==> config.mk <==
export PLATFORM = sky130hd
export DESIGN_NAME = bcd_conv_arbiter_flat
export DESIGN_NICKNAME = d
export VERILOG_FILES = /design/src/rtl/calc_pkg.sv /design/src/rtl/bcd_conv_arbiter_if.sv /design/src/rtl/bcd_conv_arbiter_rr_pick.sv /design/src/rtl/bcd_conv_arbiter.sv /design/src/flat_wrapper.sv
export SDC_FILE = /design/constraint.sdc
export NUM_CORES = 1
export LEC_CHECK = 0
export BUFFER_PORTS_ARGS = -buffer_cell sky130_fd_sc_hd__buf_2
export CAP_MARGIN = 20
export CORE_ASPECT_RATIO = 1.25
export CORE_MARGIN = 2
export CORE_UTILIZATION = 45
export CTS_CLUSTER_SIZE = 8
export DETAILED_ROUTE_END_ITERATION = 10
export GPL_ROUTABILITY_DRIVEN = 0
export PLACE_DENSITY_LB_ADDON = 0.15
export RECOVER_POWER = 50
export SLEW_MARGIN = 40
export SYNTH_ARGS = -nofsm -noshare
export SYNTH_HDL_FRONTEND = slang
export SYNTH_HIERARCHICAL = 1
export SYNTH_SLANG_ARGS = --single-unit
==> constraint.sdc <==
create_clock -name clk -period 7.9 [get_ports clk]
set_clock_uncertainty 0.05 [all_clocks]
set_input_delay 0.395 -clock clk [delete_from_list [all_inputs] [get_ports clk]]
set_output_delay 0.395 -clock clk [all_outputs]
set_load 0.02 [all_outputs]
==> src/rtl/calc_pkg.sv <==
// Shared calculator definitions: converter arbiter state encoding and BCD limits.
package calc_pkg;

   typedef enum logic [1:0] {
      ARB_IDLE    = 2'd0,
      ARB_START   = 2'd1,
      ARB_RELEASE = 2'd2,
      ARB_ACK     = 2'd3
   } arb_state_t;

   localparam logic [15:0] BIN_MAX = 16'd9999;
   localparam logic [15:0] BCD_SAT = 16'h9999;

endpackage

==> src/rtl/bcd_conv_arbiter_if.sv <==
// Requester-side bus of the shared BCD converter arbiter.
interface bcd_conv_arbiter_if #(
   parameter int NREQ = 3
);
   logic [NREQ-1:0]    req;
   logic [NREQ*16-1:0] bin_in;
   logic [NREQ-1:0]    ack;
   logic [15:0]        bcd_out;
   logic               ovf;
   logic               err;

   modport master (output req, bin_in, input ack, bcd_out, ovf, err);
   modport slave  (input req, bin_in, output ack, bcd_out, ovf, err);
endinterface

==> src/rtl/bcd_conv_arbiter_rr_pick.sv <==
// Round-robin picker: first active request searching cyclically from last+1.
module rr_pick #(
   parameter int NREQ = 3
) (
   input  logic [NREQ-1:0]         req,
   input  logic [$clog2(NREQ)-1:0] last,
   output logic [NREQ-1:0]         grant_onehot,
   output logic [$clog2(NREQ)-1:0] grant_id,
   output logic                    any
);
   localparam int IDW = $clog2(NREQ);

   always_comb begin
      int idx;
      idx          = 0;
      grant_onehot = '0;
      grant_id     = '0;
      any          = 1'b0;
      for (int k = 1; k <= NREQ; k++) begin
         idx = (int'(last) + k) % NREQ;
         if (!any && req[IDW'(idx)]) begin
            any                      = 1'b1;
            grant_id                 = IDW'(idx);
            grant_onehot[IDW'(idx)]  = 1'b1;
         end
      end
   end
endmodule

==> src/rtl/bcd_conv_arbiter.sv <==
// Shares one binary-to-BCD converter among NREQ requesters with round-robin
// grants, overflow saturation and a converter timeout.
//
// state       | meaning
// ARB_IDLE    | waiting for any req; arbitrate and latch operand
// ARB_START   | conv_start high, waiting for conv_done or timeout
// ARB_RELEASE | start dropped, waiting for conv_done to fall
// ARB_ACK     | one-cycle ack to the granted requester
module bcd_conv_arbiter
   import calc_pkg::*;
#(
   parameter int NREQ    = 3,
   parameter int TIMEOUT = 64
) (
   input  logic                clk,
   input  logic                reset,
   bcd_conv_arbiter_if.slave   bus,
   output logic                busy,
   output logic                conv_start,
   output logic [15:0]         conv_bin,
   input  logic                conv_done,
   input  logic [15:0]         conv_bcd
);
   localparam int IDW = $clog2(NREQ);
   localparam int CW  = $clog2(TIMEOUT);

   arb_state_t       state;
   logic [IDW-1:0]   last;
   logic [NREQ-1:0]  grant_oh;
   logic [CW-1:0]    cnt;
   logic [15:0]      bcd_r;
   logic             ovf_r;
   logic             err_r;

   logic [NREQ-1:0]  pick_oh;
   logic [IDW-1:0]   pick_id;
   logic             pick_any;
   logic [15:0]      op;

   rr_pick #(.NREQ(NREQ)) u_pick (
      .req          (bus.req),
      .last         (last),
      .grant_onehot (pick_oh),
      .grant_id     (pick_id),
      .any          (pick_any)
   );

   assign op = bus.bin_in[16*pick_id +: 16];

   always_ff @(posedge clk or posedge reset) begin
      if (reset) begin
         state    <= ARB_IDLE;
         last     <= IDW'(NREQ-1);
         grant_oh <= '0;
         cnt      <= '0;
         conv_bin <= '0;
         bcd_r    <= '0;
         ovf_r    <= 1'b0;
         err_r    <= 1'b0;
      end else begin
         case (state)
            ARB_IDLE: begin
               if (pick_any) begin
                  grant_oh <= pick_oh;
                  last     <= pick_id;
                  conv_bin <= op;
                  cnt      <= '0;
                  // out-of-range operands never reach the converter
                  if (op > BIN_MAX) begin
                     bcd_r <= BCD_SAT;
                     ovf_r <= 1'b1;
                     err_r <= 1'b0;
                     state <= ARB_ACK;
                  end else begin
                     state <= ARB_START;
                  end
               end
            end
            ARB_START: begin
               if (conv_done) begin
                  bcd_r <= conv_bcd;
                  ovf_r <= 1'b0;
                  err_r <= 1'b0;
                  state <= ARB_RELEASE;
               end else if (cnt == CW'(TIMEOUT-1)) begin
                  bcd_r <= '0;
                  ovf_r <= 1'b0;
                  err_r <= 1'b1;
                  state <= ARB_ACK;
               end else begin
                  cnt <= cnt + CW'(1);
               end
            end
            ARB_RELEASE: begin
               if (!conv_done) state <= ARB_ACK;
            end
            ARB_ACK: begin
               state <= ARB_IDLE;
            end
            default: state <= ARB_IDLE;
         endcase
      end
   end

   assign conv_start  = (state == ARB_START);
   assign busy        = (state != ARB_IDLE);
   assign bus.ack     = (state == ARB_ACK) ? grant_oh : '0;
   assign bus.bcd_out = bcd_r;
   assign bus.ovf     = ovf_r;
   assign bus.err     = err_r;
endmodule

==> src/flat_wrapper.sv <==
// flat-port wrapper written by rule: the top's interface ports become plain ports
module bcd_conv_arbiter_flat import calc_pkg::*;
#(
   parameter int NREQ    = 3,
   parameter int TIMEOUT = 64
)
  (clk, reset, busy, conv_start, conv_bin, conv_done, conv_bcd, bus_req, bus_bin_in, bus_ack, bus_bcd_out, bus_ovf, bus_err);
  bcd_conv_arbiter_if #(.NREQ(NREQ)) bus_i ();
  input  logic clk;
  input  logic reset;
  output logic busy;
  output logic conv_start;
  output logic [15:0] conv_bin;
  input  logic conv_done;
  input  logic [15:0] conv_bcd;
  input wire logic [$bits(bus_i.req)-1:0] bus_req;
  input wire logic [$bits(bus_i.bin_in)-1:0] bus_bin_in;
  output wire logic [$bits(bus_i.ack)-1:0] bus_ack;
  output wire logic [$bits(bus_i.bcd_out)-1:0] bus_bcd_out;
  output wire logic [$bits(bus_i.ovf)-1:0] bus_ovf;
  output wire logic [$bits(bus_i.err)-1:0] bus_err;
  assign bus_i.req = bus_req;
  assign bus_i.bin_in = bus_bin_in;
  assign bus_ack = bus_i.ack;
  assign bus_bcd_out = bus_i.bcd_out;
  assign bus_ovf = bus_i.ovf;
  assign bus_err = bus_i.err;
  bcd_conv_arbiter #(.NREQ(NREQ), .TIMEOUT(TIMEOUT)) u_core (.clk(clk), .reset(reset), .bus(bus_i), .busy(busy), .conv_start(conv_start), .conv_bin(conv_bin), .conv_done(conv_done), .conv_bcd(conv_bcd));
endmodule
==> results.cfg, run 1 <==
[run_status]
status = finished with violations
violations = capacitance limit, slew limit

[critical_path]
path_max_fanout = 19
critical_path_class = reg -> reg
required_ns = 8.02
worstPathArrival_ns = 4.28
crit_slowest_cell = a32o_1
crit_top_cell = a2bb2oi_1
path_cells = inv_1, ha_1, nor2b_1, o21a_1, nor3_2, a32o_1, nor2b_4, a2bb2oi_1, nor4_4, nand4_2, a311oi_4, a2bb2oi_1
start_kind = flop
path_buf_inv = 1
crit_path_max_incr_delay_ns = 0.61
critical_path.endpoint_type = flop
crit_family = compound AO/OA/AOI/OAI gates

[yosys]
synthDistinctLibCells = 48
synth_area_um2 = 2730
synth_top_area_cell = dfrtp_1
avgSynthCellArea_um2 = 10.3
syn_inst = 266
yosysMostFrequentCell = dfrtp_1
synth_top_cells_by_count = 46 x dfrtp_1, 32 x nand2_1, 21 x o21ai_0, 19 x a2bb2oi_1, 19 x mux2i_1
synth_ff_type = dfrtp_1
synth_top_area_share_pct = 42.2
yosysWarnings = 6
ys_seq_area_share_pct = 43.2
ys_async_sr_fraction_pct = 100
synthesis.nets = 346
synth_seq_cells = 47
ys_top_cells_by_area = dfrtp_1 42%, mux2i_1 7.0%, a2bb2oi_1 6.1%, ha_1 4.6%, nand2_1 4.4%
synth_edf_count = 0

[cts]
clkTransAtPathRegs_ns = 0.09
cts_hold_buf = 0
clock_latency_ns = 0.29
cts_buffer_depth = 2
numCtsBuffers = 5
cts_resized = 0
cts_root_buffer = clkbuf_8
htree_levels = 2
cts_setup_buffers = 0
cts_tree = built
cts.sinks = 47

[final_layout]
fill_cells = 545
drive_gt1_share_pct = 31.9
fin_cells = 436
final_core_util_pct = 58.0
diodes = 0
syn_to_final_growth_pct = 23.8
nets = 450

[drt]
drtPass1Iterations = 4
viasPerCell = 5.41
routedWlPerCell_um = 14.7
routed_wl_um = 6400
via_count = 2357
first_iter_violations = 93
post-route-drc-count = 0
ant_nets = 0

[grt]
grt_antenna_before_repair = 0
grt_use_met3_pct = 5.11
grt_max_degree = 48
grt_use_met2_pct = 34.4
grt-ovfl-total = 0
grtUsageMet1_pct = 26.3
busiest_layer = met2
grtUsageTotal_pct = 20.6
grt_pass1_vias = 2440
grt_pass1_wl_um = 11100

[sta]
hold_viol_final = 0
fin_tns_setup_ns = 0
rsz0062_at_grt = no
holdWs_ns = 0.284
finalSetupViolCount = 0
slew_violations = 48
period_share_pct = 52.6
period_minus_slack_ns = 4.16
slew_headroom_pct = -40.5
worst_pin_slew_ns = 2.10
fmax_mhz = 241

[placed_design]
place_inst = 429
portBuffers = 108
dp_hpwl_um = 4920

[floorplanning]
die_h_um = 91.0
rows = 31
ioPinCount = 109
dieArea_um2 = 6700
core_area_um2 = 5820
die_w_um = 73.6
initial_core_util_pct = 46.9

[job]
maxCapViolations = 1

[power]
p_leak_nw = 1.64
ir_worst_vdd_uv = 150
p_total_mw = 1.40
cellPowerDensity_nw_per_um2 = 414

[hold_path]
min_path_type = in -> reg
## cell families after synthesis
group,after synthesis,share of synthesized area [%]
AO/OA/AOI/OAI,81,22.7
multiplexers,27,10.3
AND/OR/NAND/NOR,75,14.3
XOR/XNOR,4,1.28
buffers and inverters,22,3.72
flip-flops,47,43.2
adder cells (fa/ha/maj),10,4.59
## registers in the layout, indices dropped and copies added (netlist names)
register            count
u_core/bus.ovf          1
u_core/bus.bcd_out     16
u_core/state            2
u_core/bus.err          1
u_core/conv_bin        16
u_core/cnt              6
u_core/last             2
u_core/grant_oh         3
## layout by cell type, fill, tap and decap left out, types with 3 or more instances in the layout
cell	count
nor2_1	17
nand2_1	31
mux2i_1	19
a2bb2oi_1	19
nand2b_1	3
and2_1	3
a21oi_1	10
a21o_1	3
nand4_1	3
ha_1	10
a32o_1	11
o21ai_0	21
xor2_1	4
dfrtp_1	46
inv_1	10
clkbuf_8	5
clkbuf_1	19
mux2_2	7
buf_2	89
and3_1	3
## where the power goes
group | internal [mW] | total [mW] | leakage, nW | switching [mW]
sequential | 0.346 | 0.407 | 0.590 | 0.0609
clock | 0.0925 | 0.172 | 0.0502 | 0.0791
combinational | 0.322 | 0.820 | 1.00 | 0.499
total | 0.761 | 1.40 | 1.64 | 0.639
## layer usage
metal / routed length, um / part of all wire, %
met1: 2830 / 44
met3: 433 / 6.8
met4: 58 / 0.91
met2: 3080 / 48
met5: 0 / 0
## worst register-to-register path, stage by stage (launching register included)
cell,delay (ns)
dfrtp_1,0.40
inv_1,0.07
ha_1,0.41
nor2b_1,0.21
o21a_1,0.20
nor3_2,0.28
a32o_1,0.61
nor2b_4,0.44
a2bb2oi_1,0.19
nor4_4,0.33
nand4_2,0.22
a311oi_4,0.49
a2bb2oi_1,0.13
## through the flow
| stage | setup slack [ns] | instance area (um^2) |
|---|---|---|
| 2_1_floorplan | 4.49 | 2730 |
| 3_3_place_gp | 3.85 | 3290 |
| 3_5_place_dp | 3.73 | 3300 |
| 4_1_cts | 3.73 | 3400 |
| 5_1_grt | 3.35 | 3380 |
| 6_report | 3.74 | 3380 |
## worst paths after layout
check / start / endpoint / slack, ns / depth (start not counted)
min in group asynchronous: reset / u_core/conv_bin[2]$_DFFE_PP0P_ / 0.57 / 2
max in group asynchronous: reset / u_core/conv_bin[8]$_DFFE_PP0P_ / 6.25 / 2
worst max register to register: u_core/last[0]$_DFFE_PP0P_ / u_core/bus.bcd_out[7]$_DFFE_PP0P_ / 3.74 / 12
worst min-delay path: conv_bcd[15] / u_core/bus.bcd_out[15]$_DFFE_PP0P_ / 0.28 / 3
worst max-delay path: u_core/last[0]$_DFFE_PP0P_ / u_core/bus.bcd_out[7]$_DFFE_PP0P_ / 3.74 / 12
worst min register to register: u_core/conv_bin[6]$_DFFE_PP0P_ / u_core/conv_bin[6]$_DFFE_PP0P_ / 0.43 / 2
## area by class of cell
type | count | area (um^2) | share of cell area [%]
multi-input cells | 197 | 1450 | 43.0
flip-flops and latches | 47 | 1180 | 34.9
clock buffers | 5 | 68.8 | 2.04
well taps | 66 | 82.6 | 2.45
inverters | 11 | 42.5 | 1.26
clock inverters | 2 | 37.5 | 1.11
repair buffers | 108 | 517 | 15.3
No activity file was read; power rests on OpenSTA's default activity.
==> inputs of run 2 (changes only) <==
--- a/config.mk
+++ b/config.mk
@@ -9,7 +9,7 @@
 export CAP_MARGIN = 20
 export CORE_ASPECT_RATIO = 1.25
 export CORE_MARGIN = 2
-export CORE_UTILIZATION = 45
+export CORE_UTILIZATION = 44
 export CTS_CLUSTER_SIZE = 8
 export DETAILED_ROUTE_END_ITERATION = 10
 export GPL_ROUTABILITY_DRIVEN = 0
==> constraint.sdc (replaced) <==
create_clock -name clk -period 3.4 [get_ports clk]
set_clock_uncertainty 0.05 [all_clocks]
set_input_delay 0.17 -clock clk [delete_from_list [all_inputs] [get_ports clk]]
set_output_delay 0.17 -clock clk [all_outputs]
set_load 0.02 [all_outputs]
==> results.cfg, run 2 (synthesis gave the netlist of run 1 again) <==
[final_layout]
final_common_cell = buf_2
final_core_util_pct = 64.6
layout_common_cells = 93 x buf_2, 46 x dfrtp_1, 32 x nand2_1
nets = 489
final_cell_area_um2 = 3930
fin_cells = 494
diodes = 0
syn_to_final_growth_pct = 44.0
drive_gt1_share_pct = 44.5

[drt]
ant_nets = 0
via_count = 2544
drt-met1-wl_um = 2820
first_iter_violations = 72
wl_met2_um = 3660
post-route-drc-count = 0
routed_wl_um = 7000
drtPass1Iterations = 4
wl_met3_um = 448
routedWlPerCell_um = 14.2
viasPerCell = 5.15
routed.top_layer = met4

[power]
cellPowerDensity_nw_per_um2 = 1000
switching_power_mw = 1.70
comb_power_share_pct = 65.6
power.share.sequential_pct = 24.1
p_total_mw = 3.94
p_sw_share_pct = 43.2
ir_worst_vdd_uv = 505
p_leak_nw = 1.88
clkPwrFrac_pct = 10.3
cell_internal_pwr_mw = 2.24

[floorplanning]
rows = 32
die_h_um = 92.0
ioPinCount = 109
core_area_um2 = 6090
die_w_um = 74.4
dieArea_um2 = 6850
initial_core_util_pct = 44.8

[cts]
cts.sinks = 47
cts_buffer_depth = 2
clock_latency_ns = 0.30
numCtsBuffers = 5
cts_tree = built
htree_levels = 2
clkTransAtPathRegs_ns = 0.09
cts_root_buffer = clkbuf_8

[grt]
grt_pass1_wl_um = 11000
grt_pass1_vias = 2363
grt_max_degree = 48
grt-ovfl-total = 0
grtUsageTotal_pct = 20.6
grt_antenna_before_repair = 0

[sta]
period_minus_slack_ns = 3.34
hold_viol_final = 0
slew_violations = 48
timing.final.ws_setup_ns = 0.0598
period_share_pct = 98.2
finalSetupViolCount = 0
rsz0062_at_grt = yes
slew_headroom_pct = -38.6
fmax_mhz = 299
worst_pin_slew_ns = 2.07

[placed_design]
post_dp_cell_area_um2 = 3520
pre_cts_slack_ns = -0.134
dp_hpwl_um = 5130
place_inst = 472
portBuffers = 108

[critical_path]
required_ns = 3.55
critical_path_class = reg -> reg
path_max_fanout = 8
critical_path.endpoint_type = flop
worstPathArrival_ns = 3.49
start_kind = flop

[run_status]
violations = capacitance limit, slew limit
status = finished with violations

[job]
maxCapViolations = 1

[hold_path]
min_path_type = in -> reg
-- run 2: changes by cell type in the layout (fill, tap and decap cells not counted), sizes merged --
cell         previous run  this run
buf                    89       129
clkbuf                 24        20
a31o                    2         3
dlygate4sd3             0         1
o21ai                  22        23
-- run 2: layout make-up --
cell class              count  area [um^2]
clock buffers               5         68.8
clock inverters             2         37.5
fillers                   533         2160
inverters                  11         45.0
multi-input cells         199         1640
flip-flops and latches     47         1180
well taps                  85          106
repair buffers            145          850
-- run 2: per-stage QoR --
| stage | setup TNS (ns) | hold WS (ns) |
|---|---|---|
| final | 0 | 0.0552 |
| after global placement | -1.04 | 0.363 |
| after CTS | 0 | 0.0517 |
| after global routing | -0.382 | 0.0520 |
| after floorplan | 0 | 0.259 |
| after detailed placement | -1.69 | 0.238 |
-- run 2: worst paths after layout --
check	start	to	slack, ns	cells after the start
worst max register to register	u_core/last[1]$_DFFE_PP1P_	u_core/bus.bcd_out[7]$_DFFE_PP0P_	0.06	16
max in group asynchronous	reset	u_core/conv_bin[6]$_DFFE_PP0P_	1.47	3
min in group asynchronous	reset	u_core/conv_bin[1]$_DFFE_PP0P_	0.90	3
worst min-delay path	conv_bcd[1]	u_core/bus.bcd_out[1]$_DFFE_PP0P_	0.06	2
worst max-delay path	u_core/last[1]$_DFFE_PP1P_	u_core/bus.bcd_out[7]$_DFFE_PP0P_	0.06	16
worst min register to register	u_core/conv_bin[14]$_DFFE_PP0P_	u_core/conv_bin[14]$_DFFE_PP0P_	0.43	2
-- run 2: metal layers --
| metal | track usage (%) | vias to the layer above |
|---|---|---|
| met4 | 5.06 | 0 |
| met1 | 26.1 | 1185 |
| met3 | 4.18 | 7 |
| li1 | - | 1264 |
| met2 | 35.3 | 88 |
| met5 | 0 | - |
-- run 2: worst max-delay path, stage by stage (launching register included) --
cell       delay (ns)
dfstp_2          0.56
buf_6            0.11
buf_4            0.10
ha_1             0.15
nor2b_2          0.17
o21a_1           0.16
nor3_4           0.06
a32o_2           0.27
nor2b_4          0.15
buf_12           0.13
buf_4            0.13
buf_4            0.13
a2bb2oi_2        0.17
nand4_1          0.20
and4_4           0.28
o21a_4           0.27
a2bb2oi_2        0.14
-- run 2: timing repair --
action	CTS	global route
resized for setup	5	34
endpoints found under the hold margin	46	0
hold buffers	1	0
gates cloned	1	1
pin swaps	4	19
setup endpoints to repair	18	19
buffers inserted	4	9
-- run 2: power by group through the flow --
| stage | Sequential, mW | Clock (mW) | Combinational (mW) |
|---|---|---|---|
| 2_1_floorplan | 1.16 | 0 | 1.25 |
| 3_3_place_gp | 0.940 | 0 | 2.16 |
| 3_5_place_dp | 0.946 | 0 | 2.20 |
| 4_1_cts | 0.938 | 0.415 | 2.29 |
| 5_1_grt | 0.986 | 0.433 | 2.81 |
| 6_report | 0.950 | 0.406 | 2.58 |
==> inputs of run 3 (changes only) <==
--- a/config.mk
+++ b/config.mk
@@ -7,9 +7,11 @@
 export LEC_CHECK = 0
 export BUFFER_PORTS_ARGS = -buffer_cell sky130_fd_sc_hd__buf_2
 export CAP_MARGIN = 20
+export CELL_PAD_IN_SITES_DETAIL_PLACEMENT = 0
+export CELL_PAD_IN_SITES_GLOBAL_PLACEMENT = 1
 export CORE_ASPECT_RATIO = 1.25
 export CORE_MARGIN = 2
-export CORE_UTILIZATION = 44
+export CORE_UTILIZATION = 33
 export CTS_CLUSTER_SIZE = 8
 export DETAILED_ROUTE_END_ITERATION = 10
 export GPL_ROUTABILITY_DRIVEN = 0
==> results.cfg, run 3 (synthesis gave the netlist of run 1 again) <==
[floorplanning]
core_area_um2 = 8150
initial_core_util_pct = 33.5
dieArea_um2 = 9010
die_w_um = 85.3
rows = 37
ioPinCount = 109
die_h_um = 106

[sta]
worst_pin_slew_ns = 2.15
period_share_pct = 97.6
hold_viol_final = 0
slew_headroom_pct = -44.2
slew_violations = 48
finalSetupViolCount = 0
period_minus_slack_ns = 3.32
rsz0062_at_grt = yes
timing.final.ws_setup_ns = 0.0804
fmax_mhz = 301
holdWs_ns = 0.0674
fin_tns_setup_ns = 0

[final_layout]
final_common_cell = buf_2
final_core_util_pct = 48.4
diodes = 0
ff_latch_area_um2 = 1180
fin_cells = 502
drive_gt1_share_pct = 44.2
syn_to_final_growth_pct = 44.5
final_cell_area_um2 = 3940
fill_cells = 785
nets = 485
layout_common_cells = 90 x buf_2, 46 x dfrtp_1, 32 x nand2_1
multi_input_area_um2 = 1670

[placed_design]
pre_cts_slack_ns = -0.148
dp_hpwl_um = 5450
portBuffers = 108
place_inst = 483
post_dp_cell_area_um2 = 3530

[drt]
routed_wl_um = 7480
routedWlPerCell_um = 14.9
viasPerCell = 5.02
drtPass1Iterations = 4
ant_nets = 0
via_count = 2520
first_iter_violations = 67
post-route-drc-count = 0

[grt]
grt_pass1_wl_um = 11600
grt_antenna_before_repair = 0
grtUsageTotal_pct = 15.9
grt_pass1_vias = 2511
grt-ovfl-total = 0
grt_max_degree = 48

[power]
cellPowerDensity_nw_per_um2 = 991
cell_internal_pwr_mw = 2.21
power.share.sequential_pct = 24.2
switching_power_mw = 1.70
ir_worst_vdd_uv = 491
p_sw_share_pct = 43.5
comb_power_share_pct = 65.5
p_leak_nw = 1.87
p_total_mw = 3.91
clkPwrFrac_pct = 10.4

[critical_path]
start_kind = flop
worstRegToRegCells = 13
worstPathArrival_ns = 3.45
path_max_fanout = 8
required_ns = 3.54
critical_path_class = reg -> reg
critical_path.endpoint_type = flop

[cts]
numCtsBuffers = 5
cts.sinks = 47
clkTransAtPathRegs_ns = 0.09
clock_latency_ns = 0.30
cts_buffer_depth = 2
htree_levels = 2
cts_tree = built
cts_root_buffer = clkbuf_8

[job]
maxCapViolations = 1

[run_status]
violations = capacitance limit, slew limit
status = finished with violations

[hold_path]
hold_depth = 2
min_path_type = in -> reg
-- run 3: cell count changes in the layout (fill, tap and decap cells not counted), sizes merged --
cell / before / now
a31o: 3 / 2
buf: 129 / 122
clkbuf: 20 / 24
-- run 3: critical path: stages (launching register included) --
cell and delay, ns:
dfstp_2 0.57, ha_4 0.23, mux2i_2 0.23, nor2_1 0.11, nor3_4 0.22, a31o_4 0.26, buf_4 0.14, mux2i_2 0.25
a2bb2oi_4 0.19, buf_4 0.14, a21oi_2 0.04, or3_4 0.38, o21a_4 0.25, a2bb2oi_1 0.14
-- run 3: power groups by stage --
stage	clock network, mW	logic, mW	registers, mW
2_1_floorplan	0	1.25	1.16
5_1_grt	0.437	2.79	0.980
6_report	0.405	2.56	0.944
3_3_place_gp	0	2.17	0.946
4_1_cts	0.423	2.32	0.940
3_5_place_dp	0	2.21	0.948
-- run 3: layer usage --
layer,up-vias,wire length (um),track usage (%)
met4,0,66,3.74
met3,4,485,3.84
met1,1166,3090,19.0
li1,1256,-,-
met5,-,0,0
met2,94,3830,28.3
-- run 3: repair_timing --
action                                  in CTS  in global routing
pin swaps                                    6                 11
endpoints found under the hold margin       46                  0
resized for setup                           17                 24
hold buffers                                 1                  0
endpoints found under the setup margin      19                 19
cloned                                       0                  2
setup buffers                                2                  7
-- run 3: worst paths after layout --
| path | from | to | slack (ns) |
|---|---|---|---|
| min | conv_bcd[10] | u_core/bus.bcd_out[10]$_DFFE_PP0P_ | 0.07 |
| min reg2reg | u_core/conv_bin[15]$_DFFE_PP0P_ | u_core/conv_bin[15]$_DFFE_PP0P_ | 0.43 |
| max reg2reg | u_core/last[1]$_DFFE_PP1P_ | u_core/bus.bcd_out[11]$_DFFE_PP0P_ | 0.08 |
| max in group asynchronous | reset | u_core/cnt[2]$_DFFE_PP0P_ | 1.38 |
| max | u_core/last[1]$_DFFE_PP1P_ | u_core/bus.bcd_out[11]$_DFFE_PP0P_ | 0.08 |
| min in group asynchronous | reset | u_core/conv_bin[10]$_DFFE_PP0P_ | 0.93 |
-- run 3: cell type report --
type,instances,share of cell area (%)
multi-input cells,198,42.2
flip-flops and latches,47,29.9
repair buffers,142,21.0
well taps,97,3.08
clock buffers,5,1.75
inverters,11,1.08
clock inverters,2,0.952
